**src/rtl/mult_div_unit_pkg.sv**
```systemverilog
// Shared opcode, FSM state and operation-class helpers for the iterative
// multiply/divide unit.
package mult_div_unit_pkg;

  localparam logic [1:0] MD_OP_MULT  = 2'b00;
  localparam logic [1:0] MD_OP_MULTU = 2'b01;
  localparam logic [1:0] MD_OP_DIV   = 2'b10;
  localparam logic [1:0] MD_OP_DIVU  = 2'b11;

  typedef enum logic [1:0] {
    MD_IDLE = 2'b00,
    MD_BUSY = 2'b01,
    MD_DONE = 2'b10
  } md_state_e;

  // Opcode bit 0 selects unsigned, bit 1 selects divide.
  function automatic logic is_signed_op(input logic [1:0] op);
    return ~op[0];
  endfunction

  function automatic logic is_div_op(input logic [1:0] op);
    return op[1];
  endfunction

endpackage

```
**src/rtl/mult_div_unit.sv**
```systemverilog
// Radix-2 iterative MULT/MULTU/DIV/DIVU unit owning HI/LO; WIDTH steps per
// operation, with MTHI/MTLO writes serviced while idle.
module mult_div_unit
  import mult_div_unit_pkg::*;
#(
  parameter int WIDTH = 32
) (
  input  logic             clk,
  input  logic             reset,
  input  logic             start,
  input  logic [1:0]       op,
  input  logic [WIDTH-1:0] a,
  input  logic [WIDTH-1:0] b,
  input  logic             hi_we,
  input  logic             lo_we,
  input  logic [WIDTH-1:0] wdata,
  output logic             mult_div_stall,
  output logic             mult_div_over,
  output logic [WIDTH-1:0] hi,
  output logic [WIDTH-1:0] lo
);

  localparam int CW = (WIDTH > 1) ? $clog2(WIDTH) : 1;
  localparam logic [CW-1:0] LAST_CNT = CW'(WIDTH - 1);

  md_state_e          state_reg, state_next;
  logic [CW-1:0]      cnt_reg;
  logic               div_reg;
  logic               neg_q_reg, neg_r_reg, div_zero_reg;
  logic [WIDTH-1:0]   a_mag_reg, b_mag_reg, a_orig_reg;
  logic [2*WIDTH-1:0] acc_reg;
  logic [WIDTH-1:0]   hi_reg, lo_reg;

  // Operand magnitudes and sign flags for the accepting cycle
  logic             a_neg, b_neg;
  logic [WIDTH-1:0] a_mag, b_mag;

  always_comb begin
    a_neg = is_signed_op(op) & a[WIDTH-1];
    b_neg = is_signed_op(op) & b[WIDTH-1];
    a_mag = a_neg ? (~a + 1'b1) : a;
    b_mag = b_neg ? (~b + 1'b1) : b;
  end

  // One iteration step: shift-add for multiply, restoring shift-subtract for divide
  logic [WIDTH:0]     mul_sum;
  logic [2*WIDTH-1:0] mul_step;
  logic [2*WIDTH:0]   div_shift;
  logic [WIDTH:0]     div_trial;
  logic [2*WIDTH-1:0] div_step;
  logic [2*WIDTH-1:0] acc_step;

  always_comb begin
    mul_sum   = {1'b0, acc_reg[2*WIDTH-1:WIDTH]} + (acc_reg[0] ? {1'b0, a_mag_reg} : '0);
    mul_step  = {mul_sum, acc_reg[WIDTH-1:1]};
    div_shift = {acc_reg, 1'b0};
    div_trial = div_shift[2*WIDTH:WIDTH] - {1'b0, b_mag_reg};
    div_step  = div_trial[WIDTH] ? div_shift[2*WIDTH-1:0]
                                 : {div_trial[WIDTH-1:0], div_shift[WIDTH-1:1], 1'b1};
    acc_step  = div_reg ? div_step : mul_step;
  end

  // Sign correction of the completed step, used only on the final BUSY edge
  logic [2*WIDTH-1:0] prod_fix;
  logic [WIDTH-1:0]   quo_fix, rem_fix;
  logic [WIDTH-1:0]   res_hi, res_lo;

  always_comb begin
    prod_fix = neg_q_reg ? (~acc_step + 1'b1) : acc_step;
    quo_fix  = neg_q_reg ? (~acc_step[WIDTH-1:0] + 1'b1) : acc_step[WIDTH-1:0];
    rem_fix  = neg_r_reg ? (~acc_step[2*WIDTH-1:WIDTH] + 1'b1) : acc_step[2*WIDTH-1:WIDTH];
    if (!div_reg) begin
      res_hi = prod_fix[2*WIDTH-1:WIDTH];
      res_lo = prod_fix[WIDTH-1:0];
    end else if (div_zero_reg) begin
      res_hi = a_orig_reg;
      res_lo = '1;
    end else begin
      res_hi = rem_fix;
      res_lo = quo_fix;
    end
  end

  always_ff @(posedge clk or posedge reset) begin
    if (reset) state_reg <= MD_IDLE;
    else       state_reg <= state_next;
  end

  // DONE always returns to IDLE so a start still held there cannot relaunch
  always_comb begin
    state_next = state_reg;
    case (state_reg)
      MD_IDLE: if (start) state_next = MD_BUSY;
      MD_BUSY: if (cnt_reg == LAST_CNT) state_next = MD_DONE;
      MD_DONE: state_next = MD_IDLE;
      default: state_next = MD_IDLE;
    endcase
  end

  always_ff @(posedge clk or posedge reset) begin
    if (reset) begin
      cnt_reg      <= '0;
      div_reg      <= 1'b0;
      neg_q_reg    <= 1'b0;
      neg_r_reg    <= 1'b0;
      div_zero_reg <= 1'b0;
      a_mag_reg    <= '0;
      b_mag_reg    <= '0;
      a_orig_reg   <= '0;
      acc_reg      <= '0;
      hi_reg       <= '0;
      lo_reg       <= '0;
    end else begin
      case (state_reg)
        MD_IDLE: begin
          if (hi_we) hi_reg <= wdata;
          if (lo_we) lo_reg <= wdata;
          if (start) begin
            cnt_reg      <= '0;
            div_reg      <= is_div_op(op);
            neg_q_reg    <= a_neg ^ b_neg;
            neg_r_reg    <= a_neg;
            div_zero_reg <= (b == '0);
            a_mag_reg    <= a_mag;
            b_mag_reg    <= b_mag;
            a_orig_reg   <= a;
            acc_reg      <= is_div_op(op) ? {{WIDTH{1'b0}}, a_mag} : {{WIDTH{1'b0}}, b_mag};
          end
        end
        MD_BUSY: begin
          acc_reg <= acc_step;
          cnt_reg <= cnt_reg + 1'b1;
          if (cnt_reg == LAST_CNT) begin
            hi_reg <= res_hi;
            lo_reg <= res_lo;
          end
        end
        default: ;
      endcase
    end
  end

  assign mult_div_stall = start | (state_reg != MD_IDLE);
  assign mult_div_over  = (state_reg == MD_DONE);
  assign hi             = hi_reg;
  assign lo             = lo_reg;

endmodule

```
**config.mk**
```make
export PLATFORM = sky130hd
export DESIGN_NAME = mult_div_unit
export DESIGN_NICKNAME = d
export VERILOG_FILES = /design/src/rtl/mult_div_unit_pkg.sv /design/src/rtl/mult_div_unit.sv
export SDC_FILE = /design/constraint.sdc
export NUM_CORES = 1
export LEC_CHECK = 0
export CORE_MARGIN = 2
export CORE_UTILIZATION = 35
export CTS_CLUSTER_SIZE = 24
export DETAILED_ROUTE_END_ITERATION = 6
export SLEW_MARGIN = 20
export SYNTH_ARGS = -nofsm -noshare
export SYNTH_HDL_FRONTEND = slang
export SYNTH_SLANG_ARGS = --single-unit
export TNS_END_PERCENT = 1
```
**constraint.sdc**
```tcl
create_clock -name clk -period 19.69 [get_ports clk]
set_input_delay 5.907 -clock clk [delete_from_list [all_inputs] [get_ports clk]]
set_output_delay 5.907 -clock clk [all_outputs]
set_load 0.05 [all_outputs]
```
==> results.yml, run 1 <==
worst_setup_path:
  cpMostUsedCell: "clkdlybuf4s50_1"
  critPathMaxFanout: 3
  cp-start-kind: "input port"
  cp.required_ps: 13780
  arrival_ps: 7420
  path_cells: "clkdlybuf4s50_1 -> or3_1 -> clkdlybuf4s50_1"
  worstSetupPathType: "in -> out"
  slowest_delay_ps: 710
  critPathCaptureType: "output pin"
  crit_slowest_cell: "clkdlybuf4s50_1"
grt:
  grt.total_usage_pct: 28.7
  grt_max_degree: 111
  antenna_found_initial: 0
  grt_overflow_total: 0
  grt_pass1_vias: 18677
  grt_pass1_wl_mm: 123
yosys:
  ys_seq_elements: 234
  syn_nets: 2706
  synth_ff_type: "dfrtp_1"
  synth.avg_cell_area_um2: 7.65
  async_flop_share_pct: 100
  syn_area_um2: 19400
  synth.most_common_cell: "nand2_1"
  yosysTopAreaCellShare_pct: 30.3
  synthCells: 2531
  synth-edff-count: 0
  synthTopCellsByCount: "nand2_1 (451), o21ai_0 (275), dfrtp_1 (234)"
  yosys-top-cells-area: "dfrtp_1 (30%), nand2_1 (8.7%), o21ai_0 (7.1%)"
  ys_types: 91
  synth_area_leader_cell: "dfrtp_1"
  ys_seq_area_share_pct: 30.3
  yosysWarnings: 0
cells_and_area:
  nNetsFinal: 2772
  synthToLayoutAreaGrowth_pct: 16.9
  drive_gt1_share_pct: 5.34
  largest_register_ffs: 64
die:
  io_pins: 169
  coreArea_um2: 54900
  start_util_pct: 35.3
  placement_rows: 86
  die_area_um2: 57200
  die_h_um: 239
  die_x_um: 239
sta:
  fmax_mhz: 75.0
  drv_slew: 0
  rsz0062_at_grt: "no"
  skew_ps: 19.1
  worst_pin_slew_ps: 1080
  slew_headroom_pct: 27.0
  finalHoldViolCount: 0
  fin_setup_tns_ps: 0
  post-route-min-period_ps: 13330
  fin_crit_sh_pct: 67.7
  setup_viol: 0
clock_network:
  cts.repair.resized: 0
  clock_path_buffers: 3
  cts_tree: "done"
  htreeDepth: 1
  root_buffer: "clkbuf_16"
  cts_hold_buf: 0
  clk_pin_slew_ps: 60
  post_cts_buffers: 0
  clock_sinks: 234
  clk_latency_ps: 610
  cts_buffers: 30
placement:
  gp_congestion: 1.02
  numPortBuffers: 168
  dp_hpwl_mm: 64.2
run_status:
  status: "complete, no violations"
route:
  drtIter0Drc: 2391
  wl_mm: 83.8
  via_per_inst: 6.10
  routedWlPerCell_um: 25.2
  antenna_left: 0
  first_pass_iters: 6
  via_count: 20303
  drc: 0
hold_path:
  min_path_type: "reg -> reg"
run:
  maxCapViolations: 0
-- layout make-up --
cell class,count,area (µm²)
sequential,234,5860
multi-input combinational,2069,12600
clock buffer,41,872
fill,5661,32300
timing repair buffer,202,1930
inverter,60,233
antenna,1,2.50
tap,704,881
clock inverter,15,224
-- metrics by stage --
stage / hold slack, ps / area, µm² / setup slack, ps / util [%] / instances
floorplan: 438 / 19400 / 7350 / - / 2531
global placement: 457 / 21500 / 6330 / 39.2 / 3269
detailed placement: 455 / 21500 / 6350 / 39.2 / 3269
CTS: 471 / 22600 / 6340 / 41.2 / 3325
global route: 497 / 22600 / 6320 / 41.2 / 3325
finish: 472 / 22600 / 6360 / 41.2 / 3326
-- cells in the final DEF (no fill, tap or decap), types with 7 or more instances in the layout --
cell,count
o22ai_1,43
nor4_1,21
a211oi_1,22
nand4_1,26
o221ai_1,36
o31ai_1,22
nand3b_1,7
buf_4,34
and2_1,47
o211ai_1,29
o21bai_1,9
nand3_1,76
nor2_1,145
nand2_1,449
nor3_1,73
and4_1,8
ha_1,70
o21a_1,15
mux2i_1,44
or3_1,26
inv_1,58
a221o_1,9
nand2b_1,23
a21oi_1,160
dfrtp_1,233
a31oi_1,25
clkdlybuf4s50_1,167
o21ai_1,8
o21ai_0,275
o41ai_1,9
xor2_1,94
clkbuf_8,8
or2_2,7
xnor2_1,88
nor2b_1,14
clkbuf_16,30
a21boi_0,8
and3_1,23
a21o_1,26
-- final timing paths --
path	cells after the start	start	to	slack, ps
worst min-delay path	2	a_mag_reg[9]	a_mag_reg[9]	470
max in group asynchronous	3	reset	div_reg	12340
worst min register to register	2	a_mag_reg[9]	a_mag_reg[9]	470
worst max register to register	26	acc_reg[31]	hi[16]	12190
min in group asynchronous	2	reset	lo[20]	5840
worst max-delay path	3	start	mult_div_stall	6360
-- layer usage --
layer  GRT usage, %  up-vias  share of wire [%]
met5              0        -                  0
met4           11.6        0                4.5
met3           3.44      153                7.3
met2           44.2      938                 44
met1           40.7     9932                 44
li1               -     9280                  -
-- logic make-up (layout without fill, tap and decap cells) --
kind of cell,Yosys count,after routing,synth area share [%]
fa+ha+maj,72,72,4.73
buf+inv,228,318,4.76
simple gates,979,979,23.6
flops,234,234,30.3
xor+xnor,182,182,8.24
other cells,0,1,0
compound gates,787,787,25.9
mux,49,49,2.57
-- critical path, delay by kind of cell --
kind	cells	cell delay, ps
AND/OR/NAND/NOR	1	340
buffers and inverters	2	1170
Power of run 1 is left out: the tool's default activity adds up to more than one toggle a clock period on the data nets, which glitch-free logic cannot reach.
==> inputs of run 2 (changes only) <==
Clock period 19.69 ns to 13.6 ns, I/O delays scaled along.
==> run 2 against run 1 <==
Net effect:
- clock skew up 0.99 ps
- global-route usage shrank 0.20 points
- sequential share of layout area barely moved
- wire length fell by 0.89%
- flip-flop and latch count stayed put
- critical path depth unchanged
- first-iteration DRC count fell by 13%
- worst hold slack improved by 0.55 ps
- final cell count fell by 0.18%
- worst setup slack worse by 2500 ps
- clock-buffer cell count is 2 higher
- register-to-register slack worse by 5900 ps
- critical path type unchanged
- critical endpoint unchanged
==> results.yml, run 2 (synthesis gave the netlist of run 1 again) <==
run_status:
  status: "complete, no violations"
cells_and_area:
  final_common_cell: "nand2_1"
  final_cell_mix: "nand2_1 (449), o21ai_0 (275), dfrtp_1 (233), clkdlybuf4s50_1 (167), a21oi_1 (160)"
  utilization_pct: 41.2
  largest_register_ffs: 64
  nNetsFinal: 2769
  synthToLayoutAreaGrowth_pct: 16.8
  drive_gt1_share_pct: 5.05
clock_network:
  clk_latency_ps: 590
  root_buffer: "clkbuf_16"
  cts_buffers: 29
  htreeDepth: 1
  clock_sinks: 234
  cts_hold_buf: 0
  cts_tree: "done"
  clk_pin_slew_ps: 70
  post_cts_buffers: 0
  cts.repair.resized: 0
  clock_path_buffers: 3
die:
  start_util_pct: 35.3
  die_x_um: 239
  die_h_um: 239
  placement_rows: 86
  io_pins: 169
  coreArea_um2: 54900
  die_area_um2: 57200
worst_setup_path:
  cp.required_ps: 9520
  cpMostUsedCell: "clkdlybuf4s50_1"
  arrival_ps: 5660
  crit_start: "start"
  critPathCaptureType: "output pin"
  rr_endpoint: "hi[16]"
  slowest_delay_ps: 710
  worstRegToRegCells: 26
  crit_family: "buffers and inverters"
  worstSetupPathType: "in -> out"
  crit_slowest_cell: "clkdlybuf4s50_1"
  r2r_start: "acc_reg[31]"
  cp_num_cells: 3
  path_buf_inv: 2
  cp-start-kind: "input port"
  reg2reg_slack_ps: 6260
  critPathMaxFanout: 3
  path_cells: "clkdlybuf4s50_1 -> or3_1 -> clkdlybuf4s50_1"
sta:
  hold_slack_ps: 472
  fmax_mhz: 103
  slew_headroom_pct: 21.7
  post-route-min-period_ps: 9740
  worst_pin_slew_ps: 1160
  setup_viol: 0
  fin_crit_sh_pct: 71.6
  skew_ps: 20.1
  fin_setup_tns_ps: 0
  rsz0062_at_grt: "no"
  finalHoldViolCount: 0
  drv_slew: 0
run:
  maxCapViolations: 0
grt:
  grt.total_usage_pct: 28.5
  grt_pass1_wl_mm: 123
  grt_pass1_vias: 18948
  antenna_found_initial: 3
  grt_max_degree: 117
  grt_overflow_total: 0
route:
  drtIter0Drc: 2090
  antenna_left: 0
  first_pass_iters: 6
  via_count: 20304
  via_per_inst: 6.12
  wl_mm: 83.0
  drc: 0
  routedWlPerCell_um: 25.0
hold_path:
  hold_depth: 2
  holdPathEnd: "a_orig_reg[19]"
  hp-start: "a_orig_reg[19]"
  min_path_type: "reg -> reg"
placement:
  numPortBuffers: 168
  dp_hpwl_mm: 63.6
  gp_congestion: 1.00
## run 2: how the worst max path moves through the flow
stage,slack [ps],to
2_1_floorplan,3100,a_mag_reg[0]
3_3_place_gp,3910,mult_div_stall
3_5_place_dp,3930,mult_div_stall
4_1_cts,3920,mult_div_stall
5_1_grt,3830,mult_div_stall
6_report,3860,mult_div_stall
## run 2: worst min-delay path, stage by stage (launching register included)
cell and delay [ps]:
dfrtp_1 340, nand2_1 50, nand2_1 50
## run 2: per-stage QoR
step           cell area [µm²]  setup slack, ps  cells
6_report                 22600             3860   3320
4_1_cts                  22600             3920   3319
3_5_place_dp             21500             3930   3267
5_1_grt                  22600             3830   3319
3_3_place_gp             21500             3910   3267
2_1_floorplan            19400             3100   2531
## run 2: layout make-up
cell class / instances / area (µm²)
diodes: 1 / 2.50
clock inverters: 9 / 210
fillers: 5577 / 32300
clock buffers: 43 / 858
flip-flops and latches: 234 / 5860
inverters: 60 / 233
multi-input cells: 2069 / 12600
repair buffers: 200 / 1930
well taps: 704 / 881
## run 2: per-layer routing
layer,global-route usage [%],up-vias,wire length (µm)
met3,4.16,186,6180
met1,39.5,9926,36000
met2,44.2,907,36700
met5,0,-,43
li1,-,9279,-
met4,12.2,6,4070
Power of run 2 is left out for the same reason.
